==> src/rtl/uart_f2m_pkg.sv <==
// Shared types and constants for the fabric-to-MSS UART transmitter.
package uart_f2m_pkg;

  typedef enum logic [2:0] {
    IDLE,
    START,
    DATA,
    PARITY,
    STOP
  } uart_tx_state_t;

  localparam int   UART_DATA_BITS  = 8;
  localparam logic UART_IDLE_LEVEL = 1'b1;

endpackage

==> src/rtl/uart_f2m_fifo.sv <==
// Synchronous first-word fall-through byte FIFO; head data is valid whenever non-empty.
module uart_f2m_fifo #(
  parameter int DEPTH = 16
) (
  input  logic                     clk,
  input  logic                     rst_n,
  input  logic                     push,
  input  logic [7:0]               din,
  input  logic                     pop,
  output logic [7:0]               dout,
  output logic                     full,
  output logic                     empty,
  output logic [$clog2(DEPTH):0]   level
);

  localparam int AW = $clog2(DEPTH);
  localparam logic [AW:0] FULL_LEVEL = (AW + 1)'(DEPTH);

  logic [7:0]    mem [DEPTH];
  logic [AW-1:0] wptr;
  logic [AW-1:0] rptr;
  logic          do_push;
  logic          do_pop;

  assign full    = (level == FULL_LEVEL);
  assign empty   = (level == '0);
  assign do_push = push && !full;
  assign do_pop  = pop && !empty;
  assign dout    = mem[rptr];

  always_ff @(posedge clk) begin
    if (do_push) begin
      mem[wptr] <= din;
    end
  end

  // Pointers wrap naturally; occupancy is tracked separately so full/empty are unambiguous.
  always_ff @(posedge clk) begin
    if (!rst_n) begin
      wptr  <= '0;
      rptr  <= '0;
      level <= '0;
    end else begin
      if (do_push) wptr <= wptr + 1'b1;
      if (do_pop)  rptr <= rptr + 1'b1;
      if (do_push && !do_pop) begin
        level <= level + 1'b1;
      end else if (do_pop && !do_push) begin
        level <= level - 1'b1;
      end
    end
  end

endmodule

==> src/rtl/uart_f2m_tx.sv <==
// Fabric-side UART transmitter feeding MMUART_0_RXD_F2M; 8N1, or 8E1 when
// UART_F2M_TX_PARITY_EN is defined.
module uart_f2m_tx
  import uart_f2m_pkg::*;
#(
  parameter int BAUD_DIV   = 434,
  parameter int FIFO_DEPTH = 16
) (
  input  logic                          FAB_CCC_GL0,
  input  logic                          FAB_RESET_N,
  input  logic [7:0]                    TX_DATA,
  input  logic                          TX_VALID,
  output logic                          TX_READY,
  output logic                          TXD_F2M,
  output logic                          TX_BUSY,
  output logic [$clog2(FIFO_DEPTH):0]   FIFO_LEVEL
);

  localparam logic [15:0] BAUD_RELOAD = 16'(BAUD_DIV - 1);
  localparam logic [2:0]  LAST_IDX    = 3'(UART_DATA_BITS - 1);

  uart_tx_state_t state_q, state_d;
  logic [15:0]    baud_q, baud_d;
  logic [7:0]     shift_q, shift_d;
  logic [2:0]     idx_q, idx_d;
  logic           txd_q, txd_d;
`ifdef UART_F2M_TX_PARITY_EN
  logic           par_q, par_d;
`endif

  logic       push;
  logic       pop;
  logic       fifo_full;
  logic       fifo_empty;
  logic [7:0] fifo_dout;
  logic       tc;

  assign TX_READY = FAB_RESET_N && !fifo_full;
  assign push     = TX_VALID && TX_READY;
  assign TXD_F2M  = txd_q;
  assign TX_BUSY  = (state_q != IDLE) || !fifo_empty;
  assign tc       = (baud_q == '0);

  uart_f2m_fifo #(
    .DEPTH (FIFO_DEPTH)
  ) u_fifo (
    .clk   (FAB_CCC_GL0),
    .rst_n (FAB_RESET_N),
    .push  (push),
    .din   (TX_DATA),
    .pop   (pop),
    .dout  (fifo_dout),
    .full  (fifo_full),
    .empty (fifo_empty),
    .level (FIFO_LEVEL)
  );

  always_comb begin
    state_d = state_q;
    baud_d  = baud_q - 16'd1;
    shift_d = shift_q;
    idx_d   = idx_q;
    pop     = 1'b0;
`ifdef UART_F2M_TX_PARITY_EN
    par_d   = par_q;
`endif
    unique case (state_q)
      IDLE: begin
        baud_d = BAUD_RELOAD;
        if (!fifo_empty) begin
          pop     = 1'b1;
          shift_d = fifo_dout;
          idx_d   = '0;
          state_d = START;
`ifdef UART_F2M_TX_PARITY_EN
          par_d   = ^fifo_dout;
`endif
        end
      end
      START: begin
        if (tc) begin
          baud_d  = BAUD_RELOAD;
          state_d = DATA;
        end
      end
      DATA: begin
        if (tc) begin
          baud_d  = BAUD_RELOAD;
          shift_d = shift_q >> 1;
          idx_d   = idx_q + 3'd1;
          if (idx_q == LAST_IDX) begin
`ifdef UART_F2M_TX_PARITY_EN
            state_d = PARITY;
`else
            state_d = STOP;
`endif
          end
        end
      end
`ifdef UART_F2M_TX_PARITY_EN
      PARITY: begin
        if (tc) begin
          baud_d  = BAUD_RELOAD;
          state_d = STOP;
        end
      end
`endif
      STOP: begin
        if (tc) begin
          baud_d = BAUD_RELOAD;
          // A queued byte starts its frame straight out of STOP, with no idle gap.
          if (!fifo_empty) begin
            pop     = 1'b1;
            shift_d = fifo_dout;
            idx_d   = '0;
            state_d = START;
`ifdef UART_F2M_TX_PARITY_EN
            par_d   = ^fifo_dout;
`endif
          end else begin
            state_d = IDLE;
          end
        end
      end
      default: begin
        baud_d  = BAUD_RELOAD;
        state_d = IDLE;
      end
    endcase
  end

  // The line level is computed from the next state so TXD_F2M comes straight from a flop.
  always_comb begin
    txd_d = UART_IDLE_LEVEL;
    case (state_d)
      START:  txd_d = 1'b0;
      DATA:   txd_d = shift_d[0];
`ifdef UART_F2M_TX_PARITY_EN
      PARITY: txd_d = par_d;
`endif
      default: txd_d = UART_IDLE_LEVEL;
    endcase
  end

  always_ff @(posedge FAB_CCC_GL0) begin
    if (!FAB_RESET_N) begin
      state_q <= IDLE;
      baud_q  <= BAUD_RELOAD;
      shift_q <= '0;
      idx_q   <= '0;
      txd_q   <= UART_IDLE_LEVEL;
`ifdef UART_F2M_TX_PARITY_EN
      par_q   <= 1'b0;
`endif
    end else begin
      state_q <= state_d;
      baud_q  <= baud_d;
      shift_q <= shift_d;
      idx_q   <= idx_d;
      txd_q   <= txd_d;
`ifdef UART_F2M_TX_PARITY_EN
      par_q   <= par_d;
`endif
    end
  end

endmodule
==> config.mk <==
export PLATFORM = sky130hd
export DESIGN_NAME = uart_f2m_tx
export DESIGN_NICKNAME = d
export VERILOG_FILES = /design/src/rtl/uart_f2m_pkg.sv /design/src/rtl/uart_f2m_fifo.sv /design/src/rtl/uart_f2m_tx.sv
export SDC_FILE = /design/constraint.sdc
export NUM_CORES = 1
export LEC_CHECK = 0
export ABC_AREA = 1
export CAP_MARGIN = 10
export CORE_UTILIZATION = 63
export DETAILED_ROUTE_END_ITERATION = 16
export DONT_BUFFER_PORTS = 1
export PLACE_DENSITY_LB_ADDON = 0.08
export SLEW_MARGIN = 5
export SYNTH_ARGS = -nofsm -noshare
export SYNTH_HDL_FRONTEND = slang
export SYNTH_HIERARCHICAL = 1
export SYNTH_SLANG_ARGS = --single-unit
==> constraint.sdc <==
create_clock -name FAB_CCC_GL0 -period 2.7 [get_ports FAB_CCC_GL0]
set_input_delay 0.54 -clock FAB_CCC_GL0 [delete_from_list [all_inputs] [get_ports FAB_CCC_GL0]]
set_output_delay 0.54 -clock FAB_CCC_GL0 [all_outputs]
set_load 0.005 [all_outputs]
==> metrics.md, run 1 <==
| Metric | Value |
|---|---|
| Status | `completed` |
| Grt met3 use | `6.80%` |
| R2r setup slk | `between 0.1 and 0.15 ns` |
| Final GP Congestion | `between 0.8 and 0.9` |
| GRT Overall Usage | `27.7%` |
| Reg-to-reg startpoint | `baud_q[0]` |
| Crit. Startpoint | `baud_q[0]` |
| Wire length of the first global-routing pass | `about 27000 um` |
| Tmin final | `2.55 ns` |
| R2r endpoint | `u_fifo/level[4]` |
| Non-filler cells, final | `approximately 1.1k` |
| Grt ovf | `0` |
| Worst Path Arrival | `2.88 ns` |
| Final core occ | `between 70% and 80%` |
| Most used DFF post-synth | `edfxtp_1` |
| Pin count of the biggest net entering global routing | `between 60 and 70` |
| Synth Area in Simple Gates | `25.6%` |
| Post-Syn Area | `between 8000 and 9000 um2` |
| Clock Tree Buf Depth | `2` |
| CP peak stage delay | `about 0.34 ns` |
| Core area | `12600 um2` |
| Layout cell share with drive strength beyond 1 | `about a tenth` |
| Slew Viols, Final | `0` |
| Via count | `around 5.9k` |
| H-tree Lvls | `4` |
| Initial DRC count | `580` |
| Mux share of post-synthesis cell area | `less than 1%` |
| Dpl cells | `1082` |
| Nets | `about 960` |
| Number of port buffers | `0` |
| Gr busiest metal | `met2` |
| Die height | `between 100 and 150 um` |
| Final hold viol count | `0` |
| Latest clock arrival within the worst-skew pair | `approximately 0.43 ns` |
| Min-Delay Path Class | `in2reg` |
| Final ANT Viol Nets | `0` |
| Critical Path Fanout Max | `5` |
| Most frequent cells in the layout | `nand2_1, inv_1, edfxtp_1` |
| CTS sink cnt | `approximately 180` |
| Commonest non-fill, non-tap cell in the layout | `nand2_1` |
| Period Utilization, post-route | `between 90% and 100%` |
| Power per Cell Area | `around 860 nW/um2` |
| DRT Pass-1 Iters | `5` |
| Register-to-Register Path Depth | `17` |
| Yosys top cell area share | `between 40% and 50%` |
| CTS tree | `yes` |
| Antenna fix cells | `0` |
| Synth Area in Compound Gates | `under 10%` |
| XOR/XNOR share of the synthesized area | `less than 1%` |
| Peak supply drop | `0.613 mV` |
| Vias per cell | `5.32` |
| Initial antenna violation count | `0` |
| GRT met1 Usage | `about a third` |
| Critical path startpoint category | `flop` |
| Post-synth EDFFs | `between 100 and 150` |
| Vias in the first global route | `5584` |
| Largest family of logic cells by synthesized area | `simple AND/OR/NAND/NOR gates` |
| I/O pin cnt | `19` |
| Worst-path cell chain | `inv_1, ha_2, nand2_1, nor2_1, nand2_2, nand2_1, nand2_1, inv_2, nand2_2, ha_1, inv_2, ha_1, or2_2, nand3_1, nand2_1, o21ai_1, inv_1` |
| DP Wirelength | `11400 um` |
| Ys Warns | `6` |
| Crit path top cell by count | `nand2_1` |
| Synthesized-area fraction occupied by adder cells | `under 10%` |
| FMAX | `between 300 and 400 MHz` |
| Initial Utilization | `between 60% and 70%` |
| Critical path endpoint | `u_fifo/level[4]` |
| Ys async rst share | `0%` |
| Rel. slew slack | `a little under three fifths` |
| # Max-Cap Violations | `0` |
| Slowest cell on crit path | `dfxtp_1` |
| Seq/Total Area, Yosys | `59.0%` |
| Avg Cell Area, Syn | `9.00 um2` |
| Crit path capture type | `flop` |
| Setup Viol. Count Final | `0` |
| Synth cell types | `30` |
| Kind of critical path | `reg2reg` |
| Leakage dissipation | `about 3.9 nW` |
| Area contributors post-synth | `edfxtp_1, nand2_1, dfxtp_1` |
| Worst slew pin tran | `around 0.64 ns` |
| Post-DR wirelength/cell | `about 15 um` |
| Cell count after synthesis | `about 900` |
| Die width | `between 100 and 150 um` |
| CTS Buf Count | `17` |
| Yosys reg bits | `between 150 and 200` |
| Row count | `slightly above 40` |
| Net Count, Synth | `929` |
| Clk slew on worst S/H paths | `approximately 0.07 ns` |
| CTS Root Cell | `clkbuf_16` |
| GRT met2 Usage | `a little under half` |
| Yosys top cell by area | `edfxtp_1` |
| Area grow syn2layout | `10.0%` |
| WL final | `roughly 17000 um` |
| # hold bufs at CTS | `0` |
| Die Area | `around 13000 um2` |
| Drt drc | `0` |
| CP required | `about 3.0 ns` |
| Worst Skew | `0.00917 ns` |
==> repair_timing <==
item / 4_1_cts / 5_1_grt
endpoints found under the setup margin: 0 / 2
resized for setup: 0 / 5
setup buffers: 0 / 1
==> through the flow <==
stage / area [um2] / hold slack [ns] / TNS [ns] / power (W) / setup WS, ns
after floorplan: 8140 / 0.389 / 0 / 0.00501 / 0.246
after global placement: 8430 / 0.401 / 0 / 0.00544 / 0.153
after detailed placement: 8430 / 0.432 / 0 / 0.00553 / 0.0681
after CTS: 8940 / 0.185 / 0 / 0.00767 / 0.0138
after global routing: 8960 / 0.178 / -0.0357 / 0.00809 / -0.0357
final: 8960 / 0.198 / 0 / 0.00768 / 0.147
==> layout make-up <==
cell class,instances,area (um2)
clock buffers,24,462
fillers,979,3660
inverters,146,548
multi-input cells,555,2610
well taps,172,215
clock inverters,8,45.0
repair buffers,34,268
flip-flops and latches,176,4810
==> cell usage after synthesis, types with 3 or more instances <==
master    instances
nor2_2            6
inv_1           139
xor2_1            6
o21ai_1           4
a21oi_1          16
edfxtp_1        128
ha_1             13
mux2i_1           7
buf_2            17
nor3_1            3
nor2_1           85
nand3_1         116
nand2_2           8
buf_6             8
nand2_1         258
o21ai_0          17
inv_2             7
dfxtp_1          48
==> worst max-delay path: cells and delay by family (launching register included) <==
family	cells	cell delay [ns]
buffers and inverters	4	0.34
flip-flops	1	0.34
AND/OR/NAND/NOR	9	0.98
adder cells (fa/ha/maj)	3	0.68
AO/OA/AOI/OAI	1	0.11
==> routing by layer <==
metal  vias to the layer above  routed length [um]
met2                       198                8750
met3                        32                1070
li1                       2924                   -
met1                      2782                7040
met5                         -                   0
met4                         0                 398
==> registers in the layout (all words and copies together) (netlist names), named ones only <==
| signal | flops |
|---|---|
| u_fifo/mem | 128 |
| baud_q | 16 |
| shift_q | 8 |
| u_fifo/level | 5 |
| u_fifo/rptr | 4 |
| u_fifo/wptr | 4 |
| idx_q | 3 |
| state_q | 3 |
| TXD_F2M | 1 |
==> worst min path at each step <==
stage	depth (start not counted)	from	endpoint	slack, ns
2_1_floorplan	1	baud_q[0]	baud_q[0]	0.39
3_3_place_gp	1	baud_q[0]	baud_q[0]	0.40
5_1_grt	0	TX_DATA[6]	u_fifo/mem[8][6]	0.18
4_1_cts	0	TX_DATA[6]	u_fifo/mem[8][6]	0.19
6_report	0	TX_DATA[6]	u_fifo/mem[9][6]	0.20
3_5_place_dp	1	baud_q[0]	baud_q[0]	0.43
==> where the power goes <==
| part | internal, W | switching (W) | total (W) |
|---|---|---|---|
| Combinational | 0.000814 | 0.00153 | 0.00235 |
| Sequential | 0.00306 | 0.000122 | 0.00318 |
| Clock | 0.00119 | 0.000958 | 0.00215 |
| Total | 0.00506 | 0.00261 | 0.00768 |
==> logic make-up after synthesis <==
kind of cell	count (synthesis)
mux	8
fa+ha+maj	14
flops	176
compound gates	37
xor+xnor	8
simple gates	488
buf+inv	173
(Power assumes the default switching activity.)
==> inputs of run 2 (changes only) <==
Settings changed: CAP_MARGIN 10 to 25, CELL_PAD_IN_SITES_DETAIL_PLACEMENT set to 0, CELL_PAD_IN_SITES_GLOBAL_PLACEMENT set to 2, CORE_UTILIZATION 63 to 40, MAX_ROUTING_LAYER set to met4.
==> run 2 against run 1 <==
  * Sequential power barely moved
  * Clock skew rose by 0.0031 ns
  * Combinational power barely moved
  * Global-route usage fell by 8.1 points
  * Clock power rose by 7%
  * Critical path depth did not move
  * Largest power group unchanged
==> metrics.md, run 2 (synthesized netlist as in run 1, its figures left out) <==
| Metric | Value |
|---|---|
| Status | `completed (unchanged)` |
| Reg-to-reg startpoint | `baud_q[0] (unchanged)` |
| CTS sink cnt | `176 (unchanged)` |
| Switch share | `34.9% (was 34.0%)` |
| Power per Cell Area | `858 nW/um2 (was 857 nW/um2)` |
| Register-to-Register Path Depth | `17 (unchanged)` |
| CTS Buf Count | `17 (unchanged)` |
| Placed instance area | `8560 um2 (was 8430 um2)` |
| Core area | `19700 um2 (was 12600 um2)` |
| FMAX | `401 MHz (was 392 MHz)` |
| Initial antenna violation count | `0 (unchanged)` |
| # fillers | `1926 (was 979)` |
| Tmin final | `2.49 ns (was 2.55 ns)` |
| Combinational Power Share | `29.9% (was 30.6%)` |
| Worst Path Arrival | `2.81 ns (was 2.88 ns)` |
| # Max-Cap Violations | `0 (unchanged)` |
| Post-DR wirelength/cell | `14.8 um (was 15.5 um)` |
| Rel. slew slack | `52.7% (was 57.1%)` |
| Die width | `145 um (was 116 um)` |
| Latest clock arrival within the worst-skew pair | `0.42 ns (was 0.43 ns)` |
| Total negative slack | `0 ns (unchanged)` |
| Final ANT Viol Nets | `0 (unchanged)` |
| Antenna fix cells | `0 (unchanged)` |
| Hold Crit Start | `TX_DATA[7] (was TX_DATA[6])` |
| DRT Pass-1 Iters | `5 (unchanged)` |
| Final hold viol count | `0 (unchanged)` |
| Kind of critical path | `reg2reg (unchanged)` |
| Vias in the first global route | `5697 (was 5584)` |
| R2r setup slk | `0.21 ns (was 0.15 ns)` |
| Critical path endpoint | `u_fifo/level[4] (unchanged)` |
| Nets | `955 (unchanged)` |
| Int Power | `0.00510 W (was 0.00506 W)` |
| Wire length of the first global-routing pass | `29600 um (was 27200 um)` |
| Vias per cell | `4.65 (was 5.32)` |
| Final GP Congestion | `0.830 (was 0.891)` |
| Setup WS post-layout | `0.205 ns (was 0.147 ns)` |
| Die height | `145 um (was 116 um)` |
| Peak supply drop | `0.699 mV (was 0.613 mV)` |
| Pin count of the biggest net entering global routing | `65 (unchanged)` |
| Die Area | `20900 um2 (was 13400 um2)` |
| Worst Skew | `0.0123 ns (was 0.00917 ns)` |
| Critical path startpoint category | `flop (unchanged)` |
| Clk slew on worst S/H paths | `0.07 ns (about the same)` |
| NetSw | `0.00273 W (was 0.00261 W)` |
| Crit. Startpoint | `baud_q[0] (unchanged)` |
| Setup Viol. Count Final | `0 (unchanged)` |
| RSZ-0062 raised after global routing | `no` |
| Via count | `5620 (was 5936)` |
| Largest regs | `u_fifo/mem (128), baud_q (16), shift_q (8) (unchanged)` |
| Overall power | `0.00783 W (was 0.00768 W)` |
| CTS tree | `yes (unchanged)` |
| Clock Tree Buf Depth | `2 (unchanged)` |
| Worst slew pin tran | `0.708 ns (was 0.643 ns)` |
| Slew Viols, Final | `0 (unchanged)` |
| WL final | `17900 um (was 17200 um)` |
| Sequential Power Share | `40.6% (was 41.5%)` |
| Number of port buffers | `0 (unchanged)` |
| CP required | `3.01 ns (was 3.03 ns)` |
| Grt ovf | `0 (unchanged)` |
| Crit path capture type | `flop (unchanged)` |
| Period Utilization, post-route | `92.4% (was 94.6%)` |
| I/O pin cnt | `19 (unchanged)` |
| Row count | `51 (was 41)` |
| Most frequent cells in the layout | `nand2_1, inv_1, edfxtp_1 (unchanged)` |
| Commonest non-fill, non-tap cell in the layout | `nand2_1 (unchanged)` |
| Drt drc | `0 (unchanged)` |
| Initial DRC count | `332 (was 580)` |
| Largest reg by FF count | `u_fifo/mem (unchanged)` |
| Min-Delay Path Class | `in2reg (unchanged)` |
| # hold bufs at CTS | `0 (unchanged)` |
| Leakage dissipation | `3.97 nW (was 3.95 nW)` |
| Critical Path Fanout Max | `5 (unchanged)` |
| Layout cell share with drive strength beyond 1 | `10.4% (was 9.97%)` |
| Design Area, Final | `9130 um2 (was 8960 um2)` |
| CTS Root Cell | `clkbuf_16 (unchanged)` |
| Area grow syn2layout | `12.1% (was 10.0%)` |
| Clock share of power | `29.5% (was 28.0%)` |
| Max reg flops | `128 (unchanged)` |
| GRT Overall Usage | `19.6% (was 27.7%)` |
| H-tree Lvls | `4 (unchanged)` |
| Initial Utilization | `41.3% (was 64.5%)` |
| DP Wirelength | `12100 um (was 11400 um)` |
| Fin Hold WS | `0.211 ns (was 0.198 ns)` |
| R2r endpoint | `u_fifo/level[4] (unchanged)` |
| Place WS | `0.0918 ns (was 0.0681 ns)` |
-- run 2: cell types whose count changed in the layout (fill, tap and decap cells not counted), sizes merged --
cell	change
inv	+9
clkinv	-3
clkbuf	-6
-- run 2: layout make-up --
type	count	area, um2	share of cell area, %
Timing Repair Buffer	34	280	3.07
Tap cell	265	332	3.63
Inverter	146	548	6.00
Clock buffer	18	429	4.70
Multi-Input combinational cell	555	2610	28.6
Sequential cell	176	4810	52.7
Clock inverter	14	121	1.33
-- run 2: what timing repair did --
item	in CTS	in global routing
buffers inserted	0	1
resized for setup	0	5
setup endpoints to repair	0	2
-- run 2: worst min-delay path by stage --
stage	endpoint	slack [ns]	cells past startpoint
floorplan	baud_q[0]	0.39	1
global placement	baud_q[0]	0.40	1
detailed placement	baud_q[0]	0.41	1
CTS	u_fifo/mem[1][2]	0.19	0
global route	u_fifo/mem[1][2]	0.19	0
finish	u_fifo/mem[5][7]	0.21	0
-- run 2: stage by stage --
stage | util (%) | cells
after global routing | 46.3 | 1208
final | 46.3 | 1208
after CTS | 46.2 | 1207
after detailed placement | 43.4 | 1175
after floorplan | - | 904
after global placement | 43.4 | 1175
-- run 2: worst max-delay path: stages (launching register included) --
cell	delay, ns
dfxtp_1	0.33
inv_1	0.09
ha_2	0.20
nand2_1	0.06
nor2_2	0.11
nand2_2	0.08
nand2_1	0.08
nand2_1	0.09
inv_2	0.09
nand2_2	0.08
ha_1	0.21
inv_2	0.10
ha_1	0.26
or2_2	0.30
nand3_1	0.08
nand2_1	0.05
o21ai_1	0.11
inv_1	0.05
-- run 2: power groups by stage --
stage	registers (W)	clock network (W)	logic [W]
2_1_floorplan	0.00322	0	0.00179
3_3_place_gp	0.00323	0	0.00234
3_5_place_dp	0.00323	0	0.00236
4_1_cts	0.00317	0.00238	0.00237
5_1_grt	0.00320	0.00248	0.00270
6_report	0.00317	0.00231	0.00234
-- run 2: routing by layer --
layer / vias up / routed length (um) / GRT usage (%)
li1: 2926 / - / -
met1: 2615 / 8850 / 25.5
met2: 71 / 8380 / 31.8
met3: 8 / 522 / 3.46
met4: 0 / 120 / 4.82
met5: - / 0 / -
